==> src/rtl/sobel_window_scheduler.sv <==
// rtl/sobel_window_scheduler.sv - 3x3 neighbourhood fetch scheduler for the Sobel edge path
// Walks the frame in raster order, reads nine clamped taps per pixel from a 1-cycle ROM.
module sobel_window_scheduler #(
  parameter int IMG_W  = 224,
  parameter int IMG_H  = 224,
  parameter int ADDR_W = 16
) (
  input  logic              clk,
  input  logic              rst_n,
  input  logic              start,
  output logic              busy,
  output logic              done,
  output logic [ADDR_W-1:0] rom_addr,
  input  logic [7:0]        rom_data,
  output logic              win_valid,
  input  logic              win_ready,
  output logic [71:0]       win_data,
  output logic [7:0]        win_row,
  output logic [7:0]        win_col,
  output logic              win_last
);

  localparam logic [7:0]        COL_LAST = 8'(IMG_W - 1);
  localparam logic [7:0]        ROW_LAST = 8'(IMG_H - 1);
  localparam logic [ADDR_W-1:0] W_STEP   = ADDR_W'(IMG_W);

  typedef enum logic [1:0] {S_IDLE, S_FETCH, S_LAST, S_PRESENT} state_t;

  state_t            state_q, state_d;
  logic [7:0]        row_q, row_d;
  logic [7:0]        col_q, col_d;
  logic [3:0]        tap_q, tap_d;
  logic [ADDR_W-1:0] base_q, base_d;
  logic [ADDR_W-1:0] rom_addr_q, rom_addr_d;
  logic [71:0]       win_data_q, win_data_d;
  logic              busy_q, busy_d;
  logic              done_q, done_d;
  logic              win_valid_q, win_valid_d;
  logic              win_last_q, win_last_d;
  logic              cap_en;
  logic [3:0]        cap_idx;
  logic              at_last;

  // base is row*IMG_W kept as a running register, so border clamping is just +/- one row step
  function automatic logic [ADDR_W-1:0] tap_addr(input logic [3:0] t, input logic [7:0] r,
                                                 input logic [7:0] c, input logic [ADDR_W-1:0] base);
    logic [ADDR_W-1:0] rb;
    logic [7:0]        cc;
    rb = base;
    if (t <= 4'd2 && r != 8'd0) rb = base - W_STEP;
    else if (t >= 4'd6 && r != ROW_LAST) rb = base + W_STEP;
    cc = c;
    if ((t == 4'd0 || t == 4'd3 || t == 4'd6) && c != 8'd0) cc = c - 8'd1;
    else if ((t == 4'd2 || t == 4'd5 || t == 4'd8) && c != COL_LAST) cc = c + 8'd1;
    return rb + ADDR_W'(cc);
  endfunction

  assign at_last = (row_q == ROW_LAST) && (col_q == COL_LAST);

  always_comb begin
    state_d     = state_q;
    row_d       = row_q;
    col_d       = col_q;
    tap_d       = tap_q;
    base_d      = base_q;
    rom_addr_d  = rom_addr_q;
    win_data_d  = win_data_q;
    win_valid_d = win_valid_q;
    win_last_d  = win_last_q;
    done_d      = 1'b0;
    cap_en      = 1'b0;
    cap_idx     = 4'd0;
    case (state_q)
      S_IDLE: begin
        // done_q blocks a start arriving in the same cycle as the completion pulse
        if (start && !done_q) begin
          state_d = S_FETCH;
          row_d   = 8'd0;
          col_d   = 8'd0;
          base_d  = '0;
          tap_d   = 4'd0;
        end
      end
      S_FETCH: begin
        cap_en  = (tap_q != 4'd0);
        cap_idx = tap_q - 4'd1;
        if (tap_q == 4'd8) state_d = S_LAST;
        else tap_d = tap_q + 4'd1;
      end
      S_LAST: begin
        cap_en      = 1'b1;
        cap_idx     = 4'd8;
        state_d     = S_PRESENT;
        win_valid_d = 1'b1;
        win_last_d  = at_last;
      end
      S_PRESENT: begin
        if (win_ready) begin
          win_valid_d = 1'b0;
          win_last_d  = 1'b0;
          if (at_last) begin
            state_d = S_IDLE;
            done_d  = 1'b1;
          end else begin
            state_d = S_FETCH;
            tap_d   = 4'd0;
            if (col_q == COL_LAST) begin
              col_d  = 8'd0;
              row_d  = row_q + 8'd1;
              base_d = base_q + W_STEP;
            end else begin
              col_d = col_q + 8'd1;
            end
          end
        end
      end
      default: state_d = S_IDLE;
    endcase
    for (int k = 0; k < 9; k++) begin
      if (cap_en && cap_idx == 4'(k)) win_data_d[8*k +: 8] = rom_data;
    end
    if (state_d == S_FETCH) rom_addr_d = tap_addr(tap_d, row_d, col_d, base_d);
    busy_d = (state_d != S_IDLE);
  end

  always_ff @(posedge clk) begin
    if (!rst_n) begin
      state_q     <= S_IDLE;
      row_q       <= 8'd0;
      col_q       <= 8'd0;
      tap_q       <= 4'd0;
      base_q      <= '0;
      rom_addr_q  <= '0;
      win_data_q  <= 72'd0;
      busy_q      <= 1'b0;
      done_q      <= 1'b0;
      win_valid_q <= 1'b0;
      win_last_q  <= 1'b0;
    end else begin
      state_q     <= state_d;
      row_q       <= row_d;
      col_q       <= col_d;
      tap_q       <= tap_d;
      base_q      <= base_d;
      rom_addr_q  <= rom_addr_d;
      win_data_q  <= win_data_d;
      busy_q      <= busy_d;
      done_q      <= done_d;
      win_valid_q <= win_valid_d;
      win_last_q  <= win_last_d;
    end
  end

  assign busy      = busy_q;
  assign done      = done_q;
  assign rom_addr  = rom_addr_q;
  assign win_valid = win_valid_q;
  assign win_data  = win_data_q;
  assign win_row   = row_q;
  assign win_col   = col_q;
  assign win_last  = win_last_q;

endmodule

==> config.mk <==
export PLATFORM = sky130hd
export DESIGN_NAME = sobel_window_scheduler
export DESIGN_NICKNAME = d
export VERILOG_FILES = /design/src/rtl/sobel_window_scheduler.sv
export SDC_FILE = /design/constraint.sdc
export NUM_CORES = 1
export LEC_CHECK = 0
export ABC_AREA = 1
export BUFFER_PORTS_ARGS = -buffer_cell sky130_fd_sc_hd__buf_4
export CAP_MARGIN = 20
export CORE_ASPECT_RATIO = 0.7
export CORE_MARGIN = 8
export CORE_UTILIZATION = 40
export CTS_CLUSTER_DIAMETER = 200
export DETAILED_ROUTE_END_ITERATION = 10
export SLEW_MARGIN = 20
export SYNTH_ARGS = -nofsm -noshare
export SYNTH_HDL_FRONTEND = slang
export SYNTH_SLANG_ARGS = --single-unit
==> constraint.sdc <==
create_clock -name clk -period 9 [get_ports clk]
set_input_delay 0.9 -clock clk [delete_from_list [all_inputs] [get_ports clk]]
set_output_delay 0.9 -clock clk [all_outputs]
set_load 0.1 [all_outputs]
* Word-level counts from Yosys, hierarchy flattened
Index checks and enable logic that the tools add are counted.
** Cells by class
- $add $sub $neg :: 10
- Magnitude comparators :: 2
- Equality and inequality tests :: 23
- Mux-type cells :: 37
- Reductions and logical operators :: 30
** Operators with widths (number)
- 2-to-1 mux 16 bit :: 7
- 2-to-1 mux 8 bit :: 11
- adder 16 x 8 -> 16 bit (second input constant) :: 2
- case mux 16 bit (2 select lines) :: 1
- case mux 8 bit (2 select lines) :: 2
- adder 8 x 1 -> 8 bit (second input constant) :: 3
- equality test 4 x 3 -> 1 bit (second input constant) :: 6
- adder 16 x 8 -> 16 bit :: 1
- equality test 4 x 2 -> 1 bit (second input constant) :: 4
- equality test 8 bit (second input constant) :: 2
- 2-to-1 mux 4 bit :: 4
- != test 8 bit (second input constant) :: 2
- nonzero test 8 bit :: 2
- subtractor 16 x 8 -> 16 bit (second input constant) :: 1
- logical AND 1 bit :: 15
- equality test 4 bit (second input constant) :: 3
- case mux 4 bit (3 select lines) :: 1
- zero test 4 bit :: 2
- case mux 2 bit (4 select lines) :: 1
- case mux 4 bit (2 select lines) :: 1
- subtractor 8 x 1 -> 8 bit (second input constant) :: 1
- 2-to-1 mux 2 bit :: 3
- case mux 1 bit (2 select lines) :: 3
- adder 4 x 1 -> 4 bit (second input constant) :: 1
- other kinds (15) :: 23
** Storage, ports and cells
- Flip-flop bits (word level) :: 130
- Output and inout port bits :: 108

* Longest topological paths before layout
Gate-level depths: netlist of run 1.
- Depth in word-level cells :: 13
- Depth in mapped cells :: 39
- Gate-level depth less buffers :: 39

* Worst setup path before layout of run 1
Ideal clock, no wire load.
- Path type :: register to register
- Start point :: register row_q[1] (netlist: win_row[1])
- End point :: register rom_addr_q[10] (netlist: rom_addr[10])
- Library setup time :: 0.114 ns
- Arrival time :: 5.030 ns
- Required time :: 8.886 ns
- Path slack :: 3.857 ns
- Stages on the path, launching flop included :: 33
- Buffers on the path :: 0
- Period minus slack after synthesis :: 5.143 ns
- Cell sequence :: dfxtp_1 > ha_1 > nand3_1 > nor2_8 > nand2_2 > nand2_4 > nor3_1 > nand2_1 > a21oi_1 > o21ai_0 > nand3_1 > o21ai_1 > inv_1 > nor2_2 > nand4_1 > nand2_1 > nand2_1 > xor2_1 > ha_1 > fa_1 > nand3_1 > nand2_1 > a21oi_1 > inv_1 > a21oi_1 > nor2_1 > o21ai_0 > nand2_1 > inv_1 > nor3_4 > xor2_1 > o21bai_1 > inv_1
** Between the ends
- Longest elaborated chain between the ends :: 13
** Ends and longest elaborated chain
- start: declaration :: RTL line 30 : logic [7:0] row_q, row_d;
- start signal: assignment :: RTL line 141 : row_q <= row_d;
- parallel branches: the longest is 13 deep, another holds adder 16 x 8 -> 16 bit
- end signal: assignment :: RTL line 145 : rom_addr_q <= rom_addr_d;
- end: declaration :: RTL line 34 : logic [ADDR_W-1:0] rom_addr_q, rom_addr_d;
Parallel ways; which one is timed is not known. The select of a mux whose other input is x is not followed.
A chain may end at the register's enable or synchronous reset.

* Worst setup path in the final report of run 1
- Start point :: register state_q[0]
- End point :: register rom_addr_q[10] (netlist: rom_addr[10])
** RTL lines
- start: declaration :: RTL line 29 : state_t state_q, state_d;
- start signal: assignment :: RTL line 140 : state_q <= state_d;
- equality test 2 bit / zero test 2 bit (equally long branches) :: RTL line 73 : case (state_q)
- case mux 8 bit (2 select lines) (*) :: RTL line 73
- net col_d[0] :: RTL line 31 : logic [7:0] col_q, col_d;
- parallel branches: the longest is 3 deep, another holds adder 8 x 1 -> 8 bit
- 2-to-1 mux 8 bit (*) :: RTL line 53 : if ((t == 4'd0 || t == 4'd3 || t == 4'd6) && c != 8'd0) cc = c - 8'd1;
- 2-to-1 mux 8 bit (*) :: RTL line 122 : if (state_d == S_FETCH) rom_addr_d = tap_addr(tap_d, row_d, col_d, base_d);
- adder 16 x 8 -> 16 bit (*) :: RTL line 55 : return rb + ADDR_W'(cc);
Mark *: on every way through the listed nets, which the timed path passes. The select of a mux whose other input is x is not followed.

==> metrics, run 1 <==
Final period util 0.618; vias 7693; 1st-iter DRT viols 822; DRT antenna net count 0; Worst setup SP type register; Placed Area 8630 µm²; Slew headroom 0.319; Total Routing Usage GR 0.190; post-DP HPWL 16.9 mm; Final Cell Area 9260 µm²; warnings from Yosys 0; fmax 180 MHz; CTS resizes 0; CP most frequent cell nand2_1; Core ar. 18700 µm²; Syn Nets 1162; Slew Limit Fails 0; CTS root buffer clkbuf_16; pwr/cell area 174 nW/µm²; unrepaired setup endpoints after global routing no; Total Wirelength 23.0 mm; final hold slack 0.449 ns; drt wl/cell 15.4 µm; R2R setup slack 3.44 ns; die height 131 µm; GP Congestion 0.909; first-pass detailed-route iteration total 6; Clock Tree Buf Depth 2; largest net degree at the start of global routing 76; I/O pins 120; grt total ovfl 0; Hold Violations, Final 0; R2R Path End rom_addr[10]; # setup viols final 0; critical path's largest stage delay 0.89 ns; fin crit period 5.56 ns; FF/Latch Area 2600 µm²; register area share after synthesis 0.344; Max Cap Viol 0; Post-synth top cells nand2_1 (242), dfxtp_1 (130), inv_1 (125); Vias per Instance 5.16; Worst Path Arrival 5.88 ns; CTS Buf Count 17; R2R Path Start state_q[0]; min-delay src base_q[1]; Area Growth Syn to Fin 22.3%; Post-CTS Repair Setup Buffers 0; Worst setup EP type register; Peak VDD IR 0.000120 V; nets 1270; status finished clean; count leader, synth nand2_1; Ant. Diodes 0; Worst Hold Class register to register; DRC 0; number of hold buffers added after CTS 0; Gate Count Post-Synth 1127; CTS H-tree depth 4; Critical-path top delay cell nor2_1; # fillers 1925; global-route wire length before repair 36.7 mm; Worst-Margin Slew 1.02 ns; FFs w/ async S/R, synth 0; die footprint 23700 µm²; post-synth top area cell dfxtp_1; Syn Area/Cell 6.72 µm²; reg2reg path depth 29; Setup CP Type register to register; Final Skew 0.0131 ns; fraction of layout cells with a size suffix above 1 0.179; worst-path maximum fanout 15; Reg clk slew, reported paths 0.07 ns; num rows 42; Post-Syn Area 7570 µm²; Worst Hold Depth 2; CTS tree yes; post-synthesis cell type count 50; Synth Register Bits 130; die width 180 µm; Setup WS post-layout 3.44 ns; pre-CTS WS 3.55 ns; Skew-Pair Late Insertion Delay 0.43 ns; top cell type's share of synthesized area 0.344; setup TNS 0 ns; quantity of I/O buffers inserted on ports 119; number of synthesized flops with an enable pin 0; WHS Endpoint base_q[1]; multi-input gate area in the final layout 4270 µm²; initial antenna violation count 0; ys flop type dfxtp_1; Synth area leaders dfxtp_1 (34%), nand2_1 (12%), nand3_1 (6.9%), a21oi_1 (6.5%), inv_1 (6.2%); P_leak 4.45 nW; Worst EP required 9.32 ns; CTS sink count 130; vias in the first global route 7100; Initial Utilization 0.405
## routing by layer
layer  global-route usage  up-vias  wire length, µm
li1                     -     3923                -
met1                0.275     3471            11700
met2                0.276      271             9210
met3               0.0457       28             1740
met4               0.0538        0              269
met5                    0        -                0
## worst max-delay path by stage
stage / depth (start not counted) / endpoint / start / slack, ns
global route: 31 / rom_addr[12] / state_q[0] / 2.84
global placement: 31 / rom_addr[15] / start / 3.77
finish: 29 / rom_addr[10] / state_q[0] / 3.44
detailed placement: 29 / rom_addr[10] / state_q[0] / 3.55
CTS: 29 / rom_addr[10] / state_q[0] / 3.51
floorplan: 32 / rom_addr[10] / win_row[1] / 3.86
## worst max-delay path, delay by kind of cell, from the launching register on
kind            cells  cell delay, ns
simple gates       12            1.89
fa+ha+maj           4            1.41
compound gates      5            0.84
buf+inv             6            0.61
flops               1            0.40
xor+xnor            2            0.31
## flip-flops by register name (all words and copies together) (netlist names), 2 cells and up
register / cells
win_data: 72
base_q: 16
rom_addr: 16
win_col: 8
win_row: 8
tap_q: 4
state_q: 2
## final cells by class
class                           count  area share
Multi-Input combinational cell    822       0.461
Sequential cell                   130       0.281
Timing Repair Buffer              124       0.101
Inverter                          140      0.0570
Clock buffer                       17      0.0459
Tap cell                          242      0.0327
Clock inverter                     15      0.0213
## cells by family after synthesis
group	synth area share
compound gates	0.164
xor+xnor	0.0255
fa+ha+maj	0.0390
buf+inv	0.0916
flops	0.344
mux	0.00132
simple gates	0.335
## metrics by stage
step / utilization / total power [mW] / cells
after floorplan: - / 0.817 / 1127
after global placement: 0.461 / 0.880 / 1457
after detailed placement: 0.461 / 0.880 / 1457
after CTS: 0.495 / 1.63 / 1489
after global routing: 0.495 / 1.68 / 1490
final: 0.495 / 1.61 / 1490
## report_power, final
part           switching [mW]  internal [mW]  leakage (nW)
Combinational           0.208         0.0629          3.10
Sequential            0.00912          0.589          1.05
Clock                   0.297          0.446         0.300
Total                   0.515           1.10          4.45
## cell usage in the layout (no fill, tap or decap), drive strengths merged, types with 5 or more instances in the layout
master	n
a211oi	8
a21oi	100
buf	124
clkbuf	17
dfxtp	130
ha	22
inv	146
nand2	264
nand3	110
nand4	17
nor2	135
nor3	17
o211ai	5
o21a	7
o21ai	89
xor2	18
Power figures use the tool's default switching activity.
==> inputs of run 2 (changes only) <==
==> constraint.sdc (replaced) <==
create_clock -name clk -period 5.45 [get_ports clk]
set_input_delay 0.545 -clock clk [delete_from_list [all_inputs] [get_ports clk]]
set_output_delay 0.545 -clock clk [all_outputs]
set_load 0.1 [all_outputs]
==> metrics, run 2 (synthesis gave the netlist of run 1 again) <==
pwr/cell area 280 nW/µm² (+61%); Final Skew 0.00952 ns (-0.00358 ns); setup TNS 0 ns (unchanged); 1st-iter DRT viols 638 (-22%); number of hold buffers added after CTS 0 (unchanged); Area Growth Syn to Fin 23.5%; Worst Path Arrival 5.18 ns (-0.70 ns); switching part of the total power 0.310 (-0.00926); fmax 206 MHz (+15%); Final period util 0.891 (+0.273); worst-path maximum fanout 7 (-8); P_leak 4.53 nW (+1.6%); CTS H-tree depth 4 (unchanged); global-route wire length before repair 36.8 mm (+0.34%); Core ar. 18700 µm² (unchanged); initial antenna violation count 0 (unchanged); reg2reg path depth 33 (+14%); Max Cap Viol 0 (unchanged); GR Layer Usage met2 0.277 (+0.000668); CTS tree yes; Worst Hold Class input pin to register; Total Routing Usage GR 0.191 (+0.000898); Hold Violations, Final 0 (unchanged); fin crit period 4.85 ns (-0.704 ns); Worst setup SP type register; I/O pins 120 (unchanged); largest net degree at the start of global routing 56 (-26%); Slew Limit Fails 0 (unchanged); CTS Buf Count 17 (unchanged); # setup viols final 0 (unchanged); M3 GR Usage 0.0463 (+0.000551); delay-heaviest family, CP simple AND/OR/NAND/NOR gates; Critical-path top delay cell fa_1; GP Congestion 0.920 (+1.3%); Worst setup EP type register; critical path's largest stage delay 0.39 ns (-0.50 ns); nets 1284 (+1.1%); Reg clk slew, reported paths 0.06 ns (about the same); Total Wirelength 22.9 mm (-0.17%); Worst EP required 5.77 ns (-3.55 ns); Clock Tree Buf Depth 2 (unchanged); most common cell after layout, fill and taps aside nand2_1; Worst Hold Depth 3 (+1); max reg flops 72 (unchanged); die width 180 µm (unchanged); Ant. Diodes 0 (unchanged); post-DP HPWL 17.2 mm (+1.6%); Worst path depth 33 (+14%); die footprint 23700 µm² (unchanged); status finished clean; Clock power frac 0.448 (-0.013); first-pass detailed-route iteration total 6 (unchanged); Seq pwr share 0.377 (+0.006); WP buf/inv 5 (-1); vias 7680 (-0.17%); die height 131 µm (unchanged); Post-CTS Repair Setup Buffers 0 (unchanged); num rows 42 (unchanged); fraction of layout cells with a size suffix above 1 0.189 (+0.00989); grt total ovfl 0 (unchanged); commonest cells after routing, fill and taps aside nand2_1 (242), buf_4 (138), dfxtp_1 (130); DRT antenna net count 0 (unchanged); drt wl/cell 15.2 µm (-1.1%); Worst-Margin Slew 1.06 ns (+0.0399 ns); quantity of I/O buffers inserted on ports 119 (unchanged); combinational share of power 0.175 (+0.007); Setup CP Type register to register; Initial Utilization 0.405 (unchanged); CTS root buffer clkbuf_16; total power 2.62 mW (+63%); vias in the first global route 7092 (-0.11%); switching pwr 0.813 mW (+58%); CTS sink count 130 (unchanged); Int Pwr 1.81 mW (+65%); busiest grt layer met1; Slew headroom 0.292 (-0.0267); DRC 0 (unchanged); unrepaired setup endpoints after global routing no; met1 GRT Util 0.277 (+0.00215); Peak VDD IR 0.000166 V (+38%); Skew-Pair Late Insertion Delay 0.43 ns (about the same); CP most frequent cell nand2_1; Vias per Instance 5.11 (-1.1%); CTS resizes 0 (unchanged)
-- run 2: final cells by class --
type / count / area, µm²
clock buffer: 17 / 425
clock inverter: 15 / 180
fill: 1872 / 9360
inverter: 140 / 528
multi-input combinational: 822 / 4280
sequential: 130 / 2600
tap: 242 / 303
timing repair buffer: 138 / 1040
-- run 2: stage by stage --
stage / utilization / setup WS (ns) / cells / cell area (µm²) / hold WS (ns)
final: 0.500 / 0.596 / 1504 / 9350 / 0.429
after floorplan: - / 0.307 / 1127 / 7570 / 0.425
after global placement: 0.466 / 0.623 / 1469 / 8720 / 0.436
after CTS: 0.499 / 0.527 / 1501 / 9330 / 0.414
after detailed placement: 0.466 / 0.558 / 1469 / 8720 / 0.436
after global routing: 0.500 / 0.0515 / 1504 / 9350 / 0.422
-- run 2: power by group through the flow --
stage	registers, mW	clock network [mW]	logic (mW)
after floorplan	1.15	0	0.195
after global placement	1.01	0	0.453
after detailed placement	1.01	0	0.453
after CTS	0.988	1.20	0.455
after global routing	0.991	1.25	0.498
final	0.988	1.17	0.460
-- run 2: final timing paths --
check | from | to | slack, ns
worst max-delay path | win_col[0] | rom_addr[10] | 0.60
worst min register to register | base_q[2] | base_q[2] | 0.44
worst max register to register | win_col[0] | rom_addr[10] | 0.60
worst min-delay path | rom_data[2] | win_data[26] | 0.43
-- run 2: metal layers --
layer	up-vias	part of all wire
met5	-	0
met4	0	0.011
met3	25	0.067
met2	251	0.40
met1	3461	0.52
li1	3943	-
-- run 2: worst min-delay path: cells and delay by family --
family / cells / cell delay (ns)
compound gates: 1 / 0.06
buf+inv: 1 / 0.13
simple gates: 1 / 0.07
==> inputs of run 3 (changes only) <==
==> constraint.sdc (replaced) <==
create_clock -name clk -period 5 [get_ports clk]
set_input_delay 0.5 -clock clk [delete_from_list [all_inputs] [get_ports clk]]
set_output_delay 0.5 -clock clk [all_outputs]
set_load 0.1 [all_outputs]
==> metrics, run 3 (synthesis gave the netlist of run 1 again) <==
Vias per Instance 5.06 (-0.94%); CTS tree yes; Hold Violations, Final 0 (unchanged); Slew headroom 0.272 (-0.0196); number of hold buffers added after CTS 0 (unchanged); Max Cap Viol 0 (unchanged); Worst Path Arrival 4.92 ns (-0.26 ns); switching pwr 0.890 mW (+9.4%); Setup WS post-layout 0.446 ns (-0.150 ns); combinational share of power 0.180 (+0.005); Worst EP required 5.37 ns (-0.40 ns); pwr/cell area 303 nW/µm² (+7.9%); delay-heaviest family, CP simple AND/OR/NAND/NOR gates; DP Cell Count 1472 (+0.20%); fmax 220 MHz (+6.6%); setup TNS 0 ns (unchanged); first-pass detailed-route iteration total 5 (-1); total power 2.85 mW (+8.8%); Worst setup EP type register; drt wl/cell 15.1 µm (-0.69%); # fillers 1924 (+2.8%); DRT antenna net count 0 (unchanged); DRC 0 (unchanged); Clock Tree Buf Depth 2 (unchanged); Reg clk slew, reported paths 0.06 ns (about the same); P_leak 4.54 nW (+0.35%); I/O pins 120 (unchanged); num rows 42 (unchanged); Final Non-Filler Cells 1508 (+0.27%); post-DP HPWL 17.1 mm (-0.89%); vias 7628 (-0.68%); pre-CTS WS 0.211 ns (-0.348 ns); Worst setup SP type register; CTS root buffer clkbuf_16; fraction of layout cells with a size suffix above 1 0.207 (+0.0176); largest net degree at the start of global routing 56 (unchanged); Total Wirelength 22.8 mm (-0.43%); Final period util 0.911 (+0.0201); FF/Latch Area 2610 µm² (+0.29%); Critical-path top delay cell dfxtp_2; CTS H-tree depth 4 (unchanged); initial antenna violation count 0 (unchanged); vias in the first global route 6970 (-1.7%); Final Core Density 0.504 (+0.00428); Area Growth Syn to Fin 24.6%; Slew Limit Fails 0 (unchanged); Initial Utilization 0.405 (unchanged); GP Congestion 0.911 (-0.96%); Worst-Margin Slew 1.09 ns (+0.0293 ns); global-route wire length before repair 36.2 mm (-1.7%); Total Routing Usage GR 0.188 (-0.00331); die footprint 23700 µm² (unchanged); Peak VDD IR 0.000237 V (+43%); Int Pwr 1.96 mW (+8.6%); fin crit period 4.55 ns (-0.300 ns); nets 1288 (+0.31%); status finished clean; switching part of the total power 0.312 (+0.00168); die width 180 µm (unchanged); WP buf/inv 7 (+2); Setup CP Type register to register; Ant. Diodes 0 (unchanged); critical path's largest stage delay 0.33 ns (-0.06 ns); multi-input gate area in the final layout 4330 µm² (+1.2%); Seq pwr share 0.377 (about the same); Core ar. 18700 µm² (unchanged); # setup viols final 0 (unchanged); quantity of I/O buffers inserted on ports 119 (unchanged); Final Skew 0.0154 ns (+0.00583 ns); Skew-Pair Late Insertion Delay 0.42 ns (about the same); grt total ovfl 0 (unchanged); CP most frequent cell nand2_1; CTS sink count 130 (unchanged); die height 131 µm (unchanged); Clock power frac 0.443 (-0.005); commonest cells after routing, fill and taps aside nand2_1 (241), buf_4 (142), dfxtp_1 (124); max reg flops 72 (unchanged); CTS Buf Count 17 (unchanged); worst-path maximum fanout 6 (-1); 1st-iter DRT viols 580 (-9.1%); most common cell after layout, fill and taps aside nand2_1; Worst Hold Class input pin to register
## run 3: what timing repair did
item,in CTS,in global routing
resized for setup,0,16
endpoints found under the setup margin,0,9
setup buffers,0,4
## run 3: stage by stage
stage / cell area (µm²) / hold WS (ns)
CTS: 9350 / 0.376
global placement: 8750 / 0.436
detailed placement: 8750 / 0.441
global route: 9430 / 0.379
floorplan: 7580 / 0.425
finish: 9430 / 0.392
## run 3: worst paths after layout
check         startpoint  slack, ns  cells past startpoint      endpoint
max reg2reg   win_col[0]       0.45                     36  rom_addr[12]
min reg2reg    base_q[1]       0.45                      2     base_q[1]
max           win_col[0]       0.45                     36  rom_addr[12]
min          rom_data[7]       0.39                      3  win_data[15]
## run 3: final cells by class
class	count	area share
flip-flops and latches	130	0.277
multi-input cells	822	0.459
well taps	242	0.0321
clock inverters	12	0.0139
clock buffers	20	0.0495
inverters	140	0.0560
repair buffers	142	0.113
## run 3: power groups by stage
stage	clock network, mW	logic, mW	registers [mW]
6_report	1.26	0.515	1.08
5_1_grt	1.33	0.555	1.08
4_1_cts	1.29	0.500	1.08
3_5_place_dp	0	0.498	1.10
3_3_place_gp	0	0.497	1.10
2_1_floorplan	0	0.213	1.26
## run 3: layer usage
layer  share of wire  track usage  vias to the layer above
li1                -            -                     3954
met1            0.52        0.281                     3462
met2            0.41        0.271                      196
met3           0.057       0.0402                       16
met4          0.0067       0.0383                        0
met5               0            0                        -
## run 3: worst min-delay path, stage by stage
cell	delay, ns
buf_4	0.13
nand3_1	0.07
a21oi_1	0.06
